### src/rtl/alu_arbiter.sv
// ----------------------------------------------------------------------------
// alu_arbiter
//
// Shares one multi-cycle ALU between two requesters. A command (op, A, B) is
// accepted from one requester at a time. Ties are broken round-robin. ALU ops
// (1..4) hold alu_start high until alu_done or a timeout. Local ops (0 = no-op,
// 5..7 = invalid) answer directly. Every accepted command returns exactly one
// single-cycle response to its owner.
//
// Ports
//   clk, reset_n                 clock, asynchronous active-low reset
//   reqN_valid/op/A/B            command from requester N (held until ready)
//   reqN_ready                   combinational accept strobe (valid & ready)
//   rspN_valid/result/err        one-cycle response pulse to requester N
//   alu_start/op/A/B             ALU command, stable throughout RUN
//   alu_done/result              ALU completion and result
//   busy                         high whenever a command is in flight
// ----------------------------------------------------------------------------
module alu_arbiter #(
    parameter int unsigned TIMEOUT_CKS = 8
) (
    input  logic        clk,
    input  logic        reset_n,
    // Requester 0
    input  logic        req0_valid,
    input  logic [2:0]  req0_op,
    input  logic [7:0]  req0_A,
    input  logic [7:0]  req0_B,
    output logic        req0_ready,
    output logic        rsp0_valid,
    output logic [15:0] rsp0_result,
    output logic        rsp0_err,
    // Requester 1
    input  logic        req1_valid,
    input  logic [2:0]  req1_op,
    input  logic [7:0]  req1_A,
    input  logic [7:0]  req1_B,
    output logic        req1_ready,
    output logic        rsp1_valid,
    output logic [15:0] rsp1_result,
    output logic        rsp1_err,
    // ALU side
    output logic        alu_start,
    output logic [2:0]  alu_op,
    output logic [7:0]  alu_A,
    output logic [7:0]  alu_B,
    input  logic        alu_done,
    input  logic [15:0] alu_result,
    // Status
    output logic        busy
);

    // Counter value seen in the last permitted RUN cycle.
    localparam logic [7:0] CntLast = 8'(TIMEOUT_CKS - 1);

    typedef enum logic [1:0] {
        StIdle,
        StRun,
        StResp
    } state_e;

    state_e      state_q;
    logic        last_grant_q;
    logic        owner_q;
    logic [7:0]  cnt_q;
    logic [2:0]  op_q;
    logic [7:0]  a_q;
    logic [7:0]  b_q;
    logic [15:0] result_q;
    logic        err_q;
    logic        start_q;
    logic        rsp0_valid_q;
    logic        rsp1_valid_q;

    // Arbitration and payload selection.
    logic       grant0;
    logic       grant1;
    logic       accept;
    logic       win;
    logic [2:0] sel_op;
    logic [7:0] sel_a;
    logic [7:0] sel_b;
    logic       sel_is_alu;

    always_comb begin
        grant0 = 1'b0;
        grant1 = 1'b0;
        // Gated by reset_n so no ready leaks out while reset is held.
        if (state_q == StIdle && reset_n) begin
            if (req0_valid && req1_valid) begin
                // Tie goes to whoever did not win last time.
                grant0 = last_grant_q;
                grant1 = ~last_grant_q;
            end else begin
                grant0 = req0_valid;
                grant1 = req1_valid;
            end
        end
        accept     = grant0 | grant1;
        win        = grant1;
        sel_op     = win ? req1_op : req0_op;
        sel_a      = win ? req1_A  : req0_A;
        sel_b      = win ? req1_B  : req0_B;
        sel_is_alu = (sel_op >= 3'd1) && (sel_op <= 3'd4);
    end

    always_ff @(posedge clk or negedge reset_n) begin
        if (!reset_n) begin
            state_q      <= StIdle;
            last_grant_q <= 1'b1;
            owner_q      <= 1'b0;
            cnt_q        <= 8'd0;
            op_q         <= 3'd0;
            a_q          <= 8'd0;
            b_q          <= 8'd0;
            result_q     <= 16'd0;
            err_q        <= 1'b0;
            start_q      <= 1'b0;
            rsp0_valid_q <= 1'b0;
            rsp1_valid_q <= 1'b0;
        end else begin
            unique case (state_q)
                StIdle: begin
                    rsp0_valid_q <= 1'b0;
                    rsp1_valid_q <= 1'b0;
                    if (accept) begin
                        owner_q      <= win;
                        last_grant_q <= win;
                        op_q         <= sel_op;
                        a_q          <= sel_a;
                        b_q          <= sel_b;
                        cnt_q        <= 8'd0;
                        if (sel_is_alu) begin
                            state_q <= StRun;
                            start_q <= 1'b1;
                        end else begin
                            // No-op answers cleanly; 5..7 answer with error.
                            state_q      <= StResp;
                            result_q     <= 16'd0;
                            err_q        <= (sel_op != 3'd0);
                            rsp0_valid_q <= ~win;
                            rsp1_valid_q <= win;
                        end
                    end
                end

                StRun: begin
                    cnt_q <= cnt_q + 8'd1;
                    // Done takes priority over a coincident timeout.
                    if (alu_done) begin
                        state_q      <= StResp;
                        start_q      <= 1'b0;
                        result_q     <= alu_result;
                        err_q        <= 1'b0;
                        rsp0_valid_q <= ~owner_q;
                        rsp1_valid_q <= owner_q;
                    end else if (cnt_q == CntLast) begin
                        state_q      <= StResp;
                        start_q      <= 1'b0;
                        result_q     <= 16'd0;
                        err_q        <= 1'b1;
                        rsp0_valid_q <= ~owner_q;
                        rsp1_valid_q <= owner_q;
                    end
                end

                StResp: begin
                    state_q      <= StIdle;
                    rsp0_valid_q <= 1'b0;
                    rsp1_valid_q <= 1'b0;
                end

                default: begin
                    state_q      <= StIdle;
                    start_q      <= 1'b0;
                    rsp0_valid_q <= 1'b0;
                    rsp1_valid_q <= 1'b0;
                end
            endcase
        end
    end

    assign req0_ready  = grant0;
    assign req1_ready  = grant1;

    // Result and error are shared; only the owner's valid qualifies them.
    assign rsp0_valid  = rsp0_valid_q;
    assign rsp0_result = result_q;
    assign rsp0_err    = err_q;
    assign rsp1_valid  = rsp1_valid_q;
    assign rsp1_result = result_q;
    assign rsp1_err    = err_q;

    assign alu_start   = start_q;
    assign alu_op      = op_q;
    assign alu_A       = a_q;
    assign alu_B       = b_q;

    assign busy        = (state_q != StIdle);

endmodule

### config.mk
export PLATFORM = sky130hd
export DESIGN_NAME = alu_arbiter
export DESIGN_NICKNAME = d
export VERILOG_FILES = /design/src/rtl/alu_arbiter.sv
export SDC_FILE = /design/constraint.sdc
export NUM_CORES = 1
export LEC_CHECK = 0
export ABC_AREA = 0
export BUFFER_PORTS_ARGS = -buffer_cell sky130_fd_sc_hd__buf_2
export CAP_MARGIN = 10
export CELL_PAD_IN_SITES_DETAIL_PLACEMENT = 1
export CELL_PAD_IN_SITES_GLOBAL_PLACEMENT = 1
export CORE_ASPECT_RATIO = 0.75
export CORE_MARGIN = 2
export CORE_UTILIZATION = 30
export CTS_CLUSTER_DIAMETER = 80
export DETAILED_ROUTE_END_ITERATION = 6
export PLACE_DENSITY = 0.81
export SYNTH_ARGS = -nofsm -noshare
export SYNTH_HDL_FRONTEND = slang
export SYNTH_SLANG_ARGS = --single-unit
### constraint.sdc
create_clock -name clk -period 2.06 [get_ports clk]
set_clock_uncertainty 0.05 [all_clocks]
set_input_delay 0.206 -clock clk [delete_from_list [all_inputs] [get_ports clk]]
set_output_delay 0.206 -clock clk [all_outputs]
set_load 0.01 [all_outputs]
After elaboration in Yosys (flattened, before gate mapping)
Index checks and enable logic that the tools add are counted.

cells by class
  equality and inequality tests = 7
  shifts and indexed selects = 0
  reduce and logical (&&, ||, !) cells = 12
  div/mod/pow operators = 0
  add/sub/neg operators = 1
  bitwise logic cells = 5
  multiplexer cells = 39
  $lt $le $gt $ge = 2
  multipliers = 0

operators with widths
  kind                                                                number
  2-to-1 mux 16 bit                                                   4
  one-hot mux 16 bit (2 select lines)                                 1
  2-to-1 mux 8 bit                                                    3
  2-to-1 mux 1 bit                                                    20
  one-hot mux 8 bit (2 select lines)                                  1
  adder 8 x 1 -> 8 bit (second input constant)                        1
  == test 8 x 3 -> 1 bit (second input constant)                      1
  2-to-1 mux 2 bit                                                    4
  AND reduction 4 bit                                                 2
  inequality test 2 bit (second input constant)                       3
  one-hot mux 1 bit (2 select lines)                                  3
  AND reduction 2 bit                                                 3
  NOT 1 bit                                                           4
  one-hot mux 2 bit (2 select lines)                                  1
  nonzero test 2 bit                                                  2
  greater-or-equal comparator 3 x 1 -> 1 bit (second input constant)  1
  <= comparator 3 bit (second input constant)                         1
  logical AND 1 bit                                                   3
  2-to-1 mux 3 bit                                                    1
  inequality test 3 bit (second input constant)                       1
  one-hot mux 1 bit (3 select lines)                                  1
  nonzero test 3 bit                                                  1
  == test 2 x 1 -> 1 bit (second input constant)                      1
  == test 2 bit (second input constant)                               1
  other kinds (2)                                                     2

word-level totals
  logic and storage cells = 78
  input bits = 59
  latch bits = 0
  bits in read-only memories = 0
  memories = 0
  bits in registers = 51
  output and inout port bits = 59
  bits in writable memories = 0

Depth between registers and ports, before layout
Gate-level depths: netlist of run 1.

  depth after elaboration = 9
  depth in mapped cells = 8
  gate-level depth less buffers = 6

Least setup slack after synthesis of run 1
OpenSTA, ideal clock, no wires.

  path kind = flip-flop to flip-flop
  start = reg cnt_q[3]
  end = reg result_q[10] (netlist: rsp0_result[10])
  stages on the path, launching flop included = 7
  setup time = 0.121 ns
  buffers on the path = 2
  period minus slack after synthesis = 2.099 ns
  required time = 1.889 ns
  data arrival time = 1.928 ns
  slack = -0.039 ns
  path through = dfrtp_1 > or4_1 > o31a_1 > a2111o_1 > buf_6 > buf_6 > a22o_1

on the way
  word-level cells in the longest chain between the ends = 3

ends and longest elaborated chain
  element                                 line  RTL
  start: declaration                      65    logic [7:0] cnt_q;
  start signal: assignment                148   cnt_q <= cnt_q + 8'd1;
  == test 8 x 3 -> 1 bit                  157   end else if (cnt_q == CntLast) begin
  inequality test 3 bit (no source line)  --
  AND reduction 4 bit (no source line)    --
  end signal: assignment                  153   result_q <= alu_result;
  end: declaration                        69    logic [15:0] result_q;

Every way passes these cells.
A chain may end at the register's enable or synchronous reset.

Final worst setup path of run 1
  start = reg cnt_q[5]
  end = reg result_q[6] (netlist: rsp0_result[6])

The elaborated chain is that of the path after synthesis.

==> results of run 1 <==
[power groups by stage]
stage / Clock [W] / Sequential (W) / Combinational, W
floorplan: 0 / 0.00182 / 0.000995
global placement: 0 / 0.00165 / 0.00176
detailed placement: 0 / 0.00167 / 0.00182
CTS: 0.000664 / 0.00165 / 0.00183
global route: 0.000705 / 0.00172 / 0.00203
finish: 0.000638 / 0.00166 / 0.00182
[what timing repair did]
item                       CTS  global route
setup endpoints to repair    0            30
setup buffers                0             0
hold buffers                 0             0
resized for setup            0             5
[layout by cell type (no fill, tap or decap), types with 6 or more instances in the layout]
cell type and instances:
clkbuf_8 7, dfrtp_1 50, a22o_1 19, mux2i_1 7, buf_2 117, buf_4 12
o21ai_0 20, nor2_1 8, inv_1 6, a22oi_1 15, nand2_1 43
[Yosys cell counts, drive strengths merged]
cell	count	area, µm²
a2111o	1	11.3
o21a	1	7.51
ha	1	12.5
dfrtp	50	1250
nor3b	1	12.5
xnor2	1	8.76
o31a	1	8.76
a31oi	3	18.8
a311oi	1	8.76
nand2b	2	12.5
o21ai	20	100
inv	7	26.3
clkbuf	7	26.3
o211ai	1	12.5
or4	1	7.51
o22ai	1	6.26
nand4	3	18.8
mux2i	7	70.1
a22oi	15	113
a21oi	1	5.00
a21o	3	22.5
nand3	2	10.0
nand2	43	161
nor2	9	33.8
dfstp	1	26.3
and2	1	6.26
buf	21	158
nor3	2	10.0
and3	3	18.8
xor2	1	8.76
a22o	19	166
[cells by family after synthesis]
logic type,after synthesis,synth area share
compound gates,67,0.204
simple gates,67,0.124
flops,51,0.541
buf+inv,35,0.0891
mux,7,0.0297
xor+xnor,2,0.00742
fa+ha+maj,1,0.00530
[through the flow]
step	area, µm²	util	hold slack, ns
after detailed placement	2990	0.401	0.370
after global routing	3120	0.417	0.0621
after global placement	2990	0.401	0.364
after CTS	3100	0.415	0.0487
final	3120	0.417	0.0220
after floorplan	2360	-	-0.140
[worst max path at each step]
stage / from / endpoint / slack, ns / depth (start not counted)
final: cnt_q[5] / rsp0_result[6] / 0.05 / 5
after floorplan: cnt_q[3] / rsp0_result[10] / -0.04 / 6
after global placement: cnt_q[3] / rsp0_result[2] / 0.08 / 5
after detailed placement: cnt_q[5] / rsp0_result[6] / 0.02 / 5
after global routing: last_grant_q / rsp0_result[6] / 0.007 / 7
after CTS: state_q[0] / req1_ready / 0.002 / 5
[sequential cells by signal (all words and copies together) (netlist names)]
signal        count
alu_B             8
alu_A             8
rsp0_valid        1
alu_op            3
owner_q           1
rsp0_err          1
last_grant_q      1
state_q           2
rsp0_result      16
rsp1_valid        1
cnt_q             8
alu_start         1
[per-layer routing]
| layer | part of all wire | wire length, µm |
|---|---|---|
| met5 | 0 | 0 |
| met4 | 0.011 | 74 |
| met3 | 0.059 | 401 |
| met2 | 0.47 | 3240 |
| met1 | 0.46 | 3120 |
[cell type report]
cell class,count,area [µm²]
well taps,101,126
multi-input cells,144,881
inverters,7,26.3
repair buffers,131,702
fillers,884,4350
flip-flops and latches,51,1280
clock buffers,7,96.3
clock inverters,1,7.51
==> reports/summary.txt, run 1 <==
Status: completed
Grt total ovfl: 0
Synthesis warning total: 0
Final net count: 400
Number of antenna violations at the first check in global routing: 0
Combinational power share: 0.442
Critical Path RT: 2.20 ns
Reg2reg path depth: 5
GRT Util Overall: 0.161
Met1 Usage GRT: 0.212
Buf/Inv on CP: 1
Cell variety after synth: 34
Post-route total power: 0.00411 W
Register bit total from synthesis: 51
Worst Path Max Fanout: 18
RSZ-0062 raised after global routing: no
Sequential Power Share: 0.403
# setup viols final: 0
DRT iter0 DRCs: 85
Hpwl dp: 5170 µm
Sw Share: 0.391
CTS Root Cell: clkbuf_8
ANT nets after route: 0
Critical path type: reg2reg
Flop2flop setup slack: 0.05 ns
CTS tree: built
Share of cells above drive strength 1: 0.422
Dpl ws: 0.0197 ns
Pint: 0.00251 W
Net switching power: 0.00161 W
Std cell rows: 27
Total number of vias: 2119
Reg2reg start: cnt_q[5]
Slew HR: 0.563
Vias per std cell: 4.79
Die X: 106 µm
Final Wtd Congestion: 0.793
CTS Buf Count: 5
I/O Buffers: 117
CP Capture Type: flop
Lkg Pwr: 1.76 nW
Hold WC Path Type: in2async
Sink Count: 51
Crit-path max cell delay: 0.51 ns
CP startpoint kind: flop
Clk buf depth: 2
Final Hold Viols: 0
Starting Density: 0.316
Worst VDD drop: 0.000409 V
DR WL/cell: 15.5 µm
Residual DRC: 0
Clk_lat worst skew: 0.30 ns
Worst R2R End: rsp0_result[6]
Crit-path slowest cell: or4_1
Min cycle time layout: 2.01 ns
CORE AREA: 7470 µm²
Worst path cell trace: or4_1, o31a_1, a2111o_1, buf_6, a22o_1
First-pass GRT wire length: 11000 µm
I/O pin total: 118
Dpl cells: 434
Die area: 8600 µm²
Max-Cap Viols: 0
Post-synthesis net count: 290
Met3 Resource Use GR: 0.0345
Clock share of power: 0.155
P&R area growth vs syn: 32.1%
Mean Syn Cell Area: 10.3 µm²
Largest net degree at the start of global routing: 52
Fin cells: 442
Sequential area share after synthesis: 0.541
Final slew viol count: 0
GR peak layer: met2
Crit path DAT: 2.15 ns
DRT Pass-1 Iters: 4
FMAX: 497 MHz
M2 GR Usage: 0.274
Mapped cell area: 2360 µm²
Worst Slack Setup Final: 0.0483 ns
Worst path top cell family by delay: compound AO/OA/AOI/OAI gates
TNS Setup: 0 ns
CTS clk-pin slew, worst paths: 0.10 ns
CTS HTree Levels: 2
Power Density: 1320 nW/µm²
Ant diodes: 0
Final WL: 6830 µm
Worst slew pin tran: 0.655 ns
Final cycle utilization of the critical path: 0.977
Vias in the first global route: 2200
Cells after synthesis: 230
Die height: 80.8 µm
Note: power is estimated with default switching activity, not from simulation.
==> inputs of run 2 (changes only) <==
ABC_AREA = not set   (was 0)
CELL_PAD_IN_SITES_DETAIL_PLACEMENT = not set   (was 1)
CELL_PAD_IN_SITES_GLOBAL_PLACEMENT = not set   (was 1)
CORE_UTILIZATION = 41   (was 30)
REMOVE_ABC_BUFFERS = 1   (was not set)
==> run 2 against run 1 <==
Against the previous run: the flow now finishes with violations (negative hold slack); final area is 0.84% lower; cell count shrank 5.7%; via count rose by 2.6%; total power grew 0.82%; wire length fell by 11%; sequential power hardly changed; global-route usage is 2.5 points higher; setup slack gained 0.013 ns; die area is 26% lower; maximum frequency is 0.64% higher; flip-flop and latch count unchanged; critical endpoint is now rsp0_result[13]; highest routed layer unchanged.
==> reports/summary.txt, run 2 (synthesis results as in run 1) <==
Status: finished with violations
Failing checks: negative hold slack
Final Wtd Congestion: 0.845
Reg2reg start: cnt_q[5]
RSZ-0062 raised after global routing: no
First-pass GRT wire length: 9700 µm
Share of cells above drive strength 1: 0.421
Power Density: 1340 nW/µm²
Std cell rows: 23
Total number of vias: 2174
Residual DRC: 0
Final WL: 6060 µm
Die X: 91.6 µm
Lkg Pwr: 1.77 nW
Worst Slack Setup Final: 0.0611 ns
Final cycle utilization of the critical path: 0.970
Final instance area: 3090 µm²
Crit-path slowest cell: or4_1
Worst Path Max Fanout: 18
Die area: 6380 µm²
Buf/Inv on CP: 1
Max-Cap Viols: 0
CORE AREA: 5440 µm²
Clk_lat worst skew: 0.30 ns
Hold slack: -0.0106 ns
Die height: 69.7 µm
Final Hold Viols: 40
ANT nets after route: 0
Worst path top cell family by delay: compound AO/OA/AOI/OAI gates
CTS tree: built
I/O Buffers: 117
I/O pin total: 118
Grt total ovfl: 0
Largest net degree at the start of global routing: 52
Worst path cell trace: or4_1, o31a_1, a2111o_1, buf_6, a22o_1
Critical Path RT: 2.20 ns
CTS HTree Levels: 2
Crit path depth: 5
# setup viols final: 0
CTS Root Cell: clkbuf_8
Min cycle time layout: 2.00 ns
Vias per std cell: 5.21
Clk buf depth: 2
Largest register FFs: 16
CTS Buf Count: 5
CP startpoint kind: flop
Slew HR: 0.435
Reg2reg path depth: 5
Number of antenna violations at the first check in global routing: 0
Final net count: 401
Worst VDD drop: 0.000469 V
Most frequent cells in the layout: 117 x buf_2, 50 x dfrtp_1, 43 x nand2_1
DRT Pass-1 Iters: 4
Starting Density: 0.434
Commonest non-fill, non-tap cell in the layout: buf_2
Final slew viol count: 0
Crit-path max cell delay: 0.52 ns
Sink Count: 51
GRT Util Overall: 0.186
Vias in the first global route: 2105
Dpl ws: 0.0675 ns
Flop2flop setup slack: 0.06 ns
TNS Setup: 0 ns
Hpwl dp: 4530 µm
Hold WC Path Type: in2async
Worst slew pin tran: 0.845 ns
Worst R2R End: rsp0_result[13]
DRT iter0 DRCs: 106
P&R area growth vs syn: 31.0%
FMAX: 500 MHz
Area post-placement: 2960 µm²
Ant diodes: 0
CP Capture Type: flop
Post-route total power: 0.00415 W
CTS clk-pin slew, worst paths: 0.10 ns
DR WL/cell: 14.5 µm
Crit path DAT: 2.14 ns
Critical path type: reg2reg
-- run 2: cell count changes in the layout (fill, tap and decap cells not counted), sizes merged --
cell,previous run,this run
buf,131,132
bufinv,0,1
clkbuf,7,5
inv,7,8
-- run 2: area by class of cell --
class / count / area (µm²)
Fill cell: 495 / 2350
Tap cell: 75 / 93.8
Sequential cell: 51 / 1280
Multi-Input combinational cell: 144 / 872
Timing Repair Buffer: 132 / 706
Inverter: 7 / 26.3
Clock buffer: 5 / 68.8
Clock inverter: 3 / 46.3
-- run 2: timing repair --
| action | CTS | global route |
|---|---|---|
| setup endpoints to repair | 0 | 17 |
| hold buffers | 0 | 0 |
| buffers inserted | 0 | 1 |
| resized for setup | 0 | 2 |
-- run 2: worst max path at each step --
stage	startpoint	end
3_3_place_gp	cnt_q[5]	rsp0_result[11]
4_1_cts	cnt_q[5]	rsp0_result[13]
3_5_place_dp	cnt_q[5]	rsp0_result[4]
5_1_grt	cnt_q[3]	rsp0_result[13]
2_1_floorplan	state_q[1]	rsp0_err
6_report	cnt_q[5]	rsp0_result[13]
-- run 2: through the flow --
| stage | util | hold WS [ns] | cells |
|---|---|---|---|
| final | 0.568 | -0.0106 | 417 |
| after global routing | 0.568 | 0.0521 | 417 |
| after CTS | 0.565 | 0.00655 | 416 |
| after detailed placement | 0.544 | 0.348 | 408 |
| after global placement | 0.544 | 0.336 | 408 |
| after floorplan | - | -0.140 | 202 |
-- run 2: per-layer routing --
metal,part of all wire,track usage
met5,0,0
met4,0.011,0.0539
met3,0.063,0.0402
met2,0.47,0.301
met1,0.45,0.253
-- run 2: worst reg2reg max path: stages, from the launching register on --
cell	delay [ns]
dfrtp_1	0.40
or4_1	0.52
o31a_1	0.27
a2111o_1	0.30
buf_6	0.17
a22o_1	0.19
-- run 2: report_power, final --
| part | switching, W | internal [W] | total [W] | leakage (nW) |
|---|---|---|---|---|
| clock | 0.000342 | 0.000366 | 0.000709 | 0.0548 |
| combinational | 0.000988 | 0.000800 | 0.00179 | 1.06 |
| sequential | 0.000252 | 0.00140 | 0.00165 | 0.657 |
==> inputs of run 3 (changes only) <==
PLACE_DENSITY = 0.76   (was 0.81)
==> run 3 against run 2 <==
Against the previous run: global-route usage is 0.57 points lower; largest power group unchanged; the run still ends with negative hold slack left; non-clock buffer count grew 1; wire length down 3.9%; sequential power about the same; sequential share of layout area is 0.084 points higher; critical path type unchanged; via count is 2.6% lower; critical path depth unchanged; cell count grew 0.24%; clock-buffer cell count stayed put.
==> reports/summary.txt, run 3 (synthesis results as in run 1) <==
Critical path type: reg2reg
CORE AREA: 5440 µm²
Worst Slack Setup Final: 0.0427 ns
RSZ-0062 raised after global routing: yes
CP Capture Type: flop
Area post-placement: 2960 µm²
Final Wtd Congestion: 0.835
Met1 Usage GRT: 0.251
CTS HTree Levels: 2
Max-Cap Viols: 0
Clk buf depth: 2
Hpwl dp: 4370 µm
Crit path DAT: 2.15 ns
I/O Buffers: 117
Status: finished with violations
CP startpoint kind: flop
Grt total ovfl: 0
Dpl ws: 0.0508 ns
P&R area growth vs syn: 30.7%
DRT Pass-1 Iters: 4
Hold WC Path Type: in2async
CTS tree: built
Hold slack: -0.0198 ns
Vias per std cell: 5.07
Final net count: 402
Die area: 6380 µm²
Share of cells above drive strength 1: 0.426
Core Util, Final: 0.567
Clk_lat worst skew: 0.30 ns
Final Hold Viols: 16
Final cycle utilization of the critical path: 0.979
Slew HR: 0.586
Number of antenna violations at the first check in global routing: 0
Vias in the first global route: 2059
First-pass GRT wire length: 9520 µm
GR peak layer: met2
Final WL: 5820 µm
Largest net degree at the start of global routing: 52
Failing checks: negative hold slack
Final slew viol count: 0
Worst VDD drop: 0.000735 V
Worst Path Max Fanout: 18
Total number of vias: 2118
Critical Path RT: 2.20 ns
Post-route total power: 0.00403 W
Std cell rows: 23
# setup viols final: 0
Largest register FFs: 16
Power Density: 1310 nW/µm²
CTS Hold Bufs: 0
ANT nets after route: 0
TNS Setup: 0 ns
Residual DRC: 0
DR WL/cell: 13.9 µm
I/O pin total: 118
CTS Buf Count: 5
GRT Util Overall: 0.181
Met3 Resource Use GR: 0.0413
Commonest non-fill, non-tap cell in the layout: buf_2
DRT iter0 DRCs: 54
Die height: 69.7 µm
Final instance area: 3080 µm²
Die X: 91.6 µm
Sink Count: 51
Lkg Pwr: 1.77 nW
M2 GR Usage: 0.299
Worst slew pin tran: 0.622 ns
CTS Root Cell: clkbuf_8
Starting Density: 0.434
CTS clk-pin slew, worst paths: 0.10 ns
FMAX: 496 MHz
Min cycle time layout: 2.02 ns
Most frequent cells in the layout: 117 x buf_2, 50 x dfrtp_1, 43 x nand2_1
Ant diodes: 0
==> run 3: changes by cell type in the layout (fill, tap and decap cells not counted), sizes merged <==
cell / previous run / this run
buf: 132 / 133
bufinv: 1 / 0
clkinv: 0 / 1
clkinvlp: 1 / 0
inv: 8 / 9
==> run 3: timing repair <==
action	in CTS	in global routing
buffers inserted	0	2
setup endpoints to repair	0	19
gates resized for setup	0	4
hold endpoints to repair	0	0
==> run 3: stage by stage <==
stage / instances / hold slack [ns]
2_1_floorplan: 202 / -0.140
3_5_place_dp: 408 / 0.342
3_3_place_gp: 408 / 0.338
5_1_grt: 418 / 0.0470
6_report: 418 / -0.0198
4_1_cts: 416 / 0.0113
==> run 3: area by class of cell <==
cell class | instances | area (µm²)
well taps | 75 | 93.8
repair buffers | 133 | 717
inverters | 7 | 26.3
clock buffers | 5 | 68.8
multi-input cells | 144 | 875
flip-flops and latches | 51 | 1280
fillers | 475 | 2350
clock inverters | 3 | 26.3
==> run 3: worst max-delay path, stage by stage, from the launching register on <==
cell and delay [ns]:
dfrtp_1 0.40, or4_1 0.54, o31a_1 0.27, a2111o_1 0.30, buf_6 0.17, a22o_1 0.19
==> run 3: path summary, 6_finish.rpt <==
kind / slack (ns) / startpoint / cells after the start / endpoint
max in group asynchronous: 1.55 / reset_n / 2 / alu_A[4]
worst min register to register: 0.43 / alu_A[6] / 2 / alu_A[6]
worst max-delay path: 0.04 / cnt_q[3] / 5 / rsp0_result[10]
worst max register to register: 0.04 / cnt_q[3] / 5 / rsp0_result[10]
min in group clk: 0.05 / req1_A[7] / 3 / alu_A[7]
worst min-delay path: -0.02 / reset_n / 2 / alu_B[7]
==> run 3: where the power goes <==
part / switching, W / internal [W]
Sequential: 0.000242 / 0.00140
Combinational: 0.000989 / 0.000800
Clock: 0.000348 / 0.000250
Total: 0.00158 / 0.00245
==> run 3: metal layers <==
metal,share of wire,wire length [µm]
met5,0,0
met4,0.0027,16
met3,0.069,399
met2,0.47,2760
met1,0.45,2640
